--- config.mk ---
export PLATFORM = sky130hd
export DESIGN_NAME = calculate_fare_sub
export DESIGN_NICKNAME = d
export VERILOG_FILES = /design/src/rtl/calculate_fare_sub.sv
export SDC_FILE = /design/constraint.sdc
export NUM_CORES = 1
export LEC_CHECK = 0
export CAP_MARGIN = 15
export CORE_MARGIN = 2
export CORE_UTILIZATION = 35
export CTS_CLUSTER_DIAMETER = 60
export DETAILED_ROUTE_END_ITERATION = 10
export REMOVE_ABC_BUFFERS = 1
export SYNTH_ARGS = -nofsm -noshare
export SYNTH_HDL_FRONTEND = slang
export SYNTH_SLANG_ARGS = --single-unit
--- constraint.sdc ---
create_clock -name clk -period 4.37 [get_ports clk]
set_clock_uncertainty 0.05 [all_clocks]
set_input_delay 1.0925 -clock clk [delete_from_list [all_inputs] [get_ports clk]]
set_output_delay 1.0925 -clock clk [all_outputs]
set_load 0.005 [all_outputs]
--- src/rtl/calculate_fare_sub.sv ---
// Taximeter fare engine: chases the odometer one 100 m unit per cycle and bills distance plus parked waiting time.
// Latency: fare/trip_dist registered, one billed unit per cycle; no backpressure, bursts are caught up over successive cycles.
module calculate_fare_sub #(
  parameter int unsigned BASE_FARE     = 100,
  parameter int unsigned BASE_DIST     = 30,
  parameter int unsigned PER_UNIT_FARE = 2,
  parameter int unsigned WAIT_TICKS    = 1000,
  parameter int unsigned WAIT_FARE     = 1,
  parameter int unsigned FARE_MAX      = 9999
) (
  input  logic        clk,
  input  logic        restart_n,
  input  logic        park,
  input  logic        new_trip,
  input  logic        end_trip,
  input  logic [15:0] distance,
  output logic [15:0] fare,
  output logic [15:0] trip_dist,
  output logic        in_trip
);

  localparam int unsigned WCW = $clog2(WAIT_TICKS + 1);
  localparam logic [15:0]    BASE_FARE_W = 16'(BASE_FARE);
  localparam logic [15:0]    BASE_DIST_W = 16'(BASE_DIST);
  localparam logic [15:0]    PER_UNIT_W  = 16'(PER_UNIT_FARE);
  localparam logic [15:0]    WAIT_FARE_W = 16'(WAIT_FARE);
  localparam logic [16:0]    FARE_MAX_W  = 17'(FARE_MAX);
  localparam logic [WCW-1:0] WAIT_LAST   = WCW'(WAIT_TICKS - 1);

  typedef enum logic [1:0] {IDLE, TRIP, HOLD} state_t;

  state_t         state, state_nxt;
  logic [15:0]    billed_pos, billed_pos_nxt;
  logic [15:0]    fare_nxt, trip_dist_nxt;
  logic [WCW-1:0] wait_cnt, wait_cnt_nxt;

  // Fare clamps at the display ceiling instead of wrapping.
  function automatic logic [15:0] fare_add(input logic [15:0] f, input logic [15:0] inc);
    logic [16:0] s;
    s = {1'b0, f} + {1'b0, inc};
    if (s > FARE_MAX_W) s = FARE_MAX_W;
    return s[15:0];
  endfunction

  always_ff @(posedge clk or negedge restart_n) begin
    if (!restart_n) begin
      state      <= IDLE;
      billed_pos <= '0;
      fare       <= '0;
      trip_dist  <= '0;
      wait_cnt   <= '0;
    end else begin
      state      <= state_nxt;
      billed_pos <= billed_pos_nxt;
      fare       <= fare_nxt;
      trip_dist  <= trip_dist_nxt;
      wait_cnt   <= wait_cnt_nxt;
    end
  end

  always_comb begin
    state_nxt      = state;
    billed_pos_nxt = billed_pos;
    fare_nxt       = fare;
    trip_dist_nxt  = trip_dist;
    wait_cnt_nxt   = wait_cnt;
    if (new_trip) begin
      // Restart from any state; odometer motion before this point is not billed.
      state_nxt      = TRIP;
      fare_nxt       = BASE_FARE_W;
      trip_dist_nxt  = '0;
      wait_cnt_nxt   = '0;
      billed_pos_nxt = distance;
    end else begin
      case (state)
        TRIP: begin
          if (end_trip) begin
            state_nxt      = HOLD;
            billed_pos_nxt = distance;
          end else if (billed_pos != distance) begin
            billed_pos_nxt = billed_pos + 16'd1;
            if (trip_dist != 16'hFFFF) trip_dist_nxt = trip_dist + 16'd1;
            if (trip_dist_nxt > BASE_DIST_W) fare_nxt = fare_add(fare, PER_UNIT_W);
          end else if (park) begin
            if (wait_cnt == WAIT_LAST) begin
              wait_cnt_nxt = '0;
              fare_nxt     = fare_add(fare, WAIT_FARE_W);
            end else begin
              wait_cnt_nxt = wait_cnt + WCW'(1);
            end
          end
        end
        IDLE, HOLD: billed_pos_nxt = distance;
        default:    state_nxt = IDLE;
      endcase
    end
  end

  assign in_trip = (state == TRIP);

endmodule

======== Word level (Yosys, flattened, before mapping) ========
Cells that the tools add are included.
Widths: inputs -> output; s select.
cells by class
  add/sub/neg operators ................... 5
  multiplexer cells ....................... 31
  magnitude comparators ................... 3
  reduce and logical (&&, ||, !) cells .... 13
  equality and inequality tests ........... 11
operators with widths
  operator               number
  $mux 16                21
  $mux 10                6
  $gt 17x14->1 const B   2
  $add 16x1->16 const B  2
  $pmux 16 s2            1
  $add 16x1->17 const B  1
  $add 16x2->17 const B  1
  $gt 16x5->1 const B    1
  $ne 16x16->1           1
  $ne 16x16->1 const B   1
  $add 10x1->10 const B  1
  $eq 10x10->1 const B   1
  $reduce_bool 3->1      3
  $ne 2x2->1 const B     3
  $reduce_bool 2->1      3
  $reduce_and 5->1       1
  $mux 2                 2
  $ne 4x3->1 const B     1
  $pmux 2 s2             1
  $reduce_and 2->1       2
  $reduce_and 4->1       1
  $ne 3x2->1 const B     1
  $ne 3x3->1 const B     1
  $reduce_and 3->1       1
  other kinds (4)        4
word-level totals
  flip-flop bits (word level) ............. 60
  input port bits ......................... 21

======== Logic depth before layout (Yosys ltp) ========
Gate-level depths: netlist (run 1).
  depth after elaboration ................. 12
  gate-level depth with buffers ........... 12
  gate-level depth less buffers ........... 10

======== Least setup slack after synthesis (run 1) ========
No wires, ideal clock.
  path type ............................... input port to flip-flop
  from .................................... in distance[3]
  to ...................................... reg trip_dist[1]
  buffers on the path ..................... 3
  arrival ................................. 2.886 ns
  cell stages on the path ................. 10
  path slack .............................. 1.313 ns
  required time ........................... 4.198 ns
  path through ............................ xor2_1 > nor4_1 > nand4_1 > clkbuf_1 > nor2_1 > o21a_1 > clkbuf_1 > nor2_1 > clkbuf_1 > a32o_1
on the way
  word-level cells in the longest chain between the ends .. 3
RTL lines
  item                         RTL line  RTL
  start: declaration           16        input logic [15:0] distance,
  $ne 16x16->1                 80        end else if (billed_pos != distance) begin
  $reduce_bool 2->1 (no line)  n/a
  $reduce_and 3->1 (no line)   n/a
  end signal: assignment       56        trip_dist <= trip_dist_nxt;
  end: declaration             18        output logic [15:0] trip_dist,
No other way between the ends.
A chain may end at the register's enable or synchronous reset.

======== Worst setup path in the final report (run 1) ========
  from .................................... reg fare[2]
  to ...................................... reg fare[2]
on the way
  word-level cells in the longest chain between the ends .. 9
  elaborated cells on any way between the ends .. 13
  those cells by class .................... add/sub (2); order compare (2); mux (9)
RTL lines
  item                      RTL line  RTL
  start: declaration        17        output logic [15:0] fare,
  start signal: assignment  55        fare <= fare_nxt;
  $add 16x1->17             40        s = {1'b0, f} + {1'b0, inc};
  $gt 17x14->1              41        if (s > FARE_MAX_W) s = FARE_MAX_W;
  $mux 16                   41
  $mux 16                   85        if (wait_cnt == WAIT_LAST) begin
  $mux 16                   84        end else if (park) begin
  $mux 16 (*)               80
  $mux 16 (*)               77        if (end_trip) begin
  $mux 16 (*)               75        case (state)
  $mux 16 (*)               67        if (new_trip) begin
Every way passes the cells marked *; elsewhere a longest branch is shown, timed or not. The select of a mux whose other input is x is not followed.

==> results of run 1 <==
-- cell usage in the layout, fill, tap and decap left out, types with 4 or more instances in the layout --
| cell type | synthesis | layout |
|---|---|---|
| a32oi_1 | 6 | 6 |
| o21a_1 | 5 | 5 |
| nand2_1 | 58 | 58 |
| o21ai_0 | 44 | 44 |
| a31oi_1 | 9 | 9 |
| nor3_1 | 18 | 18 |
| dfrtp_1 | 60 | 60 |
| o211ai_1 | 5 | 5 |
| clkdlybuf4s50_1 | 0 | 52 |
| or3_1 | 8 | 8 |
| a21o_1 | 4 | 4 |
| nor2b_1 | 8 | 7 |
| a32o_1 | 4 | 4 |
| nand2b_1 | 12 | 12 |
| nor2_1 | 56 | 56 |
| xnor2_1 | 13 | 13 |
| and3_1 | 11 | 11 |
| buf_4 | 0 | 10 |
| inv_1 | 21 | 21 |
| clkbuf_16 | 0 | 9 |
| a21oi_1 | 43 | 43 |
| o31ai_1 | 8 | 8 |
| xor2_1 | 24 | 24 |
| nor4_1 | 14 | 14 |
| nand4_1 | 11 | 11 |
| or2_2 | 5 | 5 |
| and4_1 | 5 | 5 |
| and2_1 | 4 | 4 |
| nand3_1 | 28 | 28 |
| ha_1 | 8 | 8 |
| o22ai_1 | 10 | 10 |
-- metal layers --
layer | global-route usage, % | vias up
li1 | - | 2249
met1 | 27.85 | 2305
met2 | 29.35 | 175
met3 | 4.071 | 35
met4 | 7.813 | 0
met5 | 0 | -
-- kinds of logic (layout without fill, tap and decap cells) --
family	after synthesis	after routing	synth area share (%)
AO/OA/AOI/OAI	176	176	24.95
XOR/XNOR	37	37	7.023
adder cells (fa/ha/maj)	8	8	2.169
buffers and inverters	56	100	5.044
flip-flops	60	60	32.54
multiplexers	5	5	1.139
AND/OR/NAND/NOR	248	248	27.14
-- worst max-delay path: stages, from the launching register on --
cell and delay (ps):
dfrtp_1 600, ha_1 460, nand2_1 230, nor3_1 340, o211ai_1 150, a311oi_1 550, o31ai_2 280, nor3_1 590
a22oi_1 150, o22a_1 240
-- path summary, 6_finish.rpt --
kind                        startpoint            to  slack, ps  cells past startpoint
setup / recovery               fare[2]       fare[2]        610                      9
hold / removal             wait_cnt[9]   wait_cnt[9]        440                      1
setup reg to reg               fare[2]       fare[2]        610                      9
hold reg to reg            wait_cnt[9]   wait_cnt[9]        440                      1
max in group asynchronous    restart_n   wait_cnt[6]       2690                      2
min in group asynchronous    restart_n  trip_dist[3]        670                      1
-- metrics by stage --
stage	std cells	hold slack [ps]	power (mW)	setup WS, ps	utilization, %
floorplan	555	397.7	0.7808	1163	-
global placement	790	420.6	0.9015	491.2	41.49
detailed placement	790	431.7	0.9039	465.4	41.49
CTS	806	439.6	1.691	699.0	44.05
global route	806	466.8	1.755	284.8	44.05
finish	806	440.6	1.678	612.0	44.05
-- final cells by class --
type                            instances  area, sq um  share of cell area (%)
Clock inverter                          7        100.1                   1.786
Tap cell                              172        215.2                   3.840
Clock buffer                            9        225.2                   4.019
Timing Repair Buffer                   63        600.6                   10.72
Inverter                               21        78.83                   1.407
Sequential cell                        60         1501                   26.79
Multi-Input combinational cell        474         2883                   51.44
-- where the power goes --
part | leakage [nW] | internal, mW | switching (mW)
sequential | 0.775 | 0.587 | 0.0633
clock | 0.148 | 0.502 | 0.278
combinational | 1.17 | 0.112 | 0.137
-- sequential cells by signal, indices dropped and copies added, names as in the netlist --
| name | count |
|---|---|
| state | 2 |
| billed_pos | 16 |
| fare | 16 |
| trip_dist | 16 |
| wait_cnt | 10 |
==> impl_metrics.tcl, run 1 <==
set metrics [dict create \
    hold_buffers 0 \
    yosysTopAreaCell "dfrtp_1" \
    cp.required_ps 4540 \
    grt_pass1_wl_mm 22.94 \
    topRoutingLayerUsed "met4" \
    nets 658 \
    hpwl_mm 9.544 \
    ys_seq_area_share_pct 32.54 \
    syn2layout_area_growth_pct 21.45 \
    dr_wl_met3_um 734 \
    grt_pass1_vias 4460 \
    cts_resized 0 \
    synth.most_common_cell "dfrtp_1" \
    root_buffer "clkbuf_16" \
    insertion_delay_ps 330 \
    cts_tree "yes" \
    rsz0062_at_grt "no" \
    antenna_cells 0 \
    setup_viol 0 \
    finalMaxSlewViolations 0 \
    hold_viol 0 \
    io_buffers 53 \
    grt_max_degree 42 \
    wl_met1_mm 6.455 \
    drtIter0Drc 441 \
    via_per_inst 5.911 \
    maxSlewHeadroom_pct 49.46 \
    layout-drive-gt1-share_pct 6.782 \
    wl_met2_mm 6.100 \
    ys_types 68 \
    dieHeight_um 118.8 \
    end_kind "flop" \
    post_cts_buffers 0 \
    fmax_mhz 266.1 \
    wire_per_inst_um 16.95 \
    synth_area_sq_um 4614 \
    power_density_nw_per_um2 299.5 \
    core_sq_um 12720 \
    gr-usage-all-layers_pct 19.70 \
    synth_common_cells "dfrtp_1 (60), nand2_1 (58), nor2_1 (56)" \
    crit_fanout 10 \
    final.setup.tns_ps 0 \
    start_util_pct 36.27 \
    ant_nets 0 \
    drc_errors 0 \
    critPathLaunchType "flop" \
    ys_dominant_reg_cell "dfrtp_1" \
    synth.top_cells.by_area "dfrtp_1 (33%), o21ai_0 (4.8%), nand2_1 (4.7%)" \
    async_flop_share_pct 100.0 \
    finalCriticalPeriod_ps 3758 \
    cts_buffers 9 \
    worst-setup-path-type "flop to flop" \
    synth-seq-cells 60 \
    cp.arrival_ps 3930 \
    irDropWorstVdd_uv 208.4 \
    fp.dieW_um 118.8 \
    first_pass_iters 5 \
    cap_violations 0 \
    synth_edf_count 0 \
    row_count 41 \
    clockBufferDepth 2 \
    htree_levels 3 \
    syn_avg_cell_area_sq_um 7.821 \
    gp_congestion 0.8904 \
    num_vias 4764 \
    final_area_sq_um 5604 \
    worst_pin_slew_ps 755.4 \
    synth_cells 590 \
    cts.sinks 60 \
    dpl_cell_area_sq_um 5279 \
    grt-ovfl-total 0 \
    wirelength_mm 13.66 \
    io_pins 54 \
    fill_cells 1347 \
    die_area_sq_um 14120 \
    clk_pin_slew_ps 60 \
    yosys_warnings 0 \
    synth.top_cell.area_share_pct 32.54 \
    status "finished, final reports clean" \
    fin_crit_sh_pct 86.00 \
    grt_antenna_before_repair 0 \
    cellLeakagePower_nw 2.091 \
    hp-class "flop to flop" \
]
No activity file was read; power rests on OpenSTA's default activity.
==> run 2, diff against run 1 <==
--- a/config.mk
+++ b/config.mk
@@ -10,2 +10,3 @@
 export CORE_UTILIZATION = 35
+export CTS_BUF_LIST = sky130_fd_sc_hd__clkbuf_4 sky130_fd_sc_hd__clkbuf_8
 export CTS_CLUSTER_DIAMETER = 60
--- a/constraint.sdc
+++ b/constraint.sdc
@@ -4,2 +4,2 @@
 set_output_delay 1.0925 -clock clk [all_outputs]
-set_load 0.005 [all_outputs]
+set_load 0.05 [all_outputs]
==> run 2 against run 1 <==
First-iteration DRC count rose by 9.3%; utilization fell by 0.80 points; global-route usage fell by 0.20 points; critical path depth did not move; non-clock buffer count did not move; design area fell by 1.8%; hold slack barely moved; sequential power barely moved; setup slack got worse by 42 ps; critical path type unchanged; largest cell class unchanged.
==> impl_metrics.tcl, run 2 (synthesis results as in run 1) <==
set metrics [dict create \
    status "finished, final reports clean" \
    via_per_inst 5.866 \
    final_common_cell "dfrtp_1" \
    hold_viol 0 \
    syn2layout_area_growth_pct 19.25 \
    cts_resized 0 \
    timing.critical_path.buf_inv 0 \
    worst_pin_slew_ps 735.9 \
    die_area_sq_um 14120 \
    insertion_delay_ps 360 \
    worst-setup-path-type "flop to flop" \
    gr-usage-all-layers_pct 19.50 \
    nets 658 \
    io_buffers 53 \
    hold_buffers 0 \
    num_vias 4728 \
    crit_family "compound AO/OA/AOI/OAI gates" \
    gp_congestion 0.8904 \
    grt_antenna_before_repair 0 \
    post_cts_buffers 0 \
    start_util_pct 36.27 \
    cp.arrival_ps 4010 \
    top_regs "billed_pos x16, fare x16, trip_dist x16" \
    finalCriticalPeriod_ps 3800 \
    io_pins 54 \
    grt_max_degree 42 \
    crit_fanout 10 \
    grt_pass1_wl_mm 22.69 \
    cp_common_cell "nor3_1" \
    layout-drive-gt1-share_pct 6.782 \
    core_sq_um 12720 \
    clk_pin_slew_ps 80 \
    wire_per_inst_um 16.84 \
    cts_buffers 9 \
    hp-class "flop to flop" \
    cts.sinks 60 \
    power_density_nw_per_um2 276.1 \
    htree_levels 3 \
    dpl_cell_area_sq_um 5279 \
    fin_crit_sh_pct 86.96 \
    cp.required_ps 4580 \
    row_count 41 \
    grt_pass1_vias 4414 \
    dieHeight_um 118.8 \
    cts_tree "yes" \
    fp.dieW_um 118.8 \
    cap_violations 0 \
    place_ws_ps 465.4 \
    dp.cells 790 \
    holdWs_ps 440.6 \
    first_pass_iters 6 \
    power_mw 1.519 \
    hpwl_mm 9.544 \
    ff2ff_setup_slack_ps 570 \
    final.setup.tns_ps 0 \
    final_area_sq_um 5503 \
    drc_errors 0 \
    path_cells "ha_1 -> nand2_1 -> nor3_1 -> o211ai_1 -> a311oi_1 -> o31ai_2 -> nor3_1 -> a22oi_1 -> o22a_1" \
    maxSlewHeadroom_pct 50.76 \
    fill_cells 1350 \
    cellLeakagePower_nw 2.045 \
    ant_nets 0 \
    grt-ovfl-total 0 \
    critPathLaunchType "flop" \
    fin_util_pct 43.25 \
    wirelength_mm 13.57 \
    fmax_mhz 263.2 \
    clockBufferDepth 2 \
    setup_ws_ps 570.0 \
    cpPeakStageDelay_ps 630 \
    root_buffer "clkbuf_8" \
    finalMaxSlewViolations 0 \
    end_kind "flop" \
    slowest_stage "nor3_1" \
    rsz0062_at_grt "no" \
    final_cell_mix "dfrtp_1 (60), nand2_1 (58), nor2_1 (56), clkdlybuf4s50_1 (52), o21ai_0 (44)" \
    drtIter0Drc 482 \
    fin_cells 806 \
    setup_viol 0 \
    irDropWorstVdd_uv 134.1 \
    antenna_cells 0 \
]
[run 2: final cells by class]
class | instances | area (sq um) | area share [%]
Sequential cell | 60 | 1501 | 27.29
Timing Repair Buffer | 63 | 600.6 | 10.91
Tap cell | 172 | 215.2 | 3.911
Inverter | 21 | 78.83 | 1.432
Multi-Input combinational cell | 474 | 2883 | 52.39
Clock inverter | 7 | 100.1 | 1.819
Clock buffer | 9 | 123.9 | 2.251
[run 2: routing by layer]
layer / routed length [um] / track usage (%) / up-vias
li1: - / - / 2249
met1: 6465 / 27.61 / 2282
met2: 6129 / 29.35 / 177
met3: 790 / 4.215 / 20
met4: 189 / 6.696 / 0
met5: 0 / 0 / -
[run 2: worst paths after layout]
| check | start | end | depth (start not counted) |
|---|---|---|---|
| max | fare[2] | fare[2] | 9 |
| min | wait_cnt[9] | wait_cnt[9] | 1 |
| max reg2reg | fare[2] | fare[2] | 9 |
| min reg2reg | wait_cnt[9] | wait_cnt[9] | 1 |
| max in group asynchronous | restart_n | wait_cnt[6] | 2 |
| min in group asynchronous | restart_n | fare[1] | 1 |
[run 2: where the power goes]
group	internal, mW	total (mW)	switching [mW]
Clock	0.323	0.582	0.259
Sequential	0.586	0.650	0.0640
Combinational	0.112	0.287	0.176
==> run 3, diff against run 2 <==
- CAP_MARGIN: 15 -> default
- SLEW_MARGIN: default -> 20
==> results of run 3 <==
No change in the layout: final DEF, timing and power equal those of run 2.
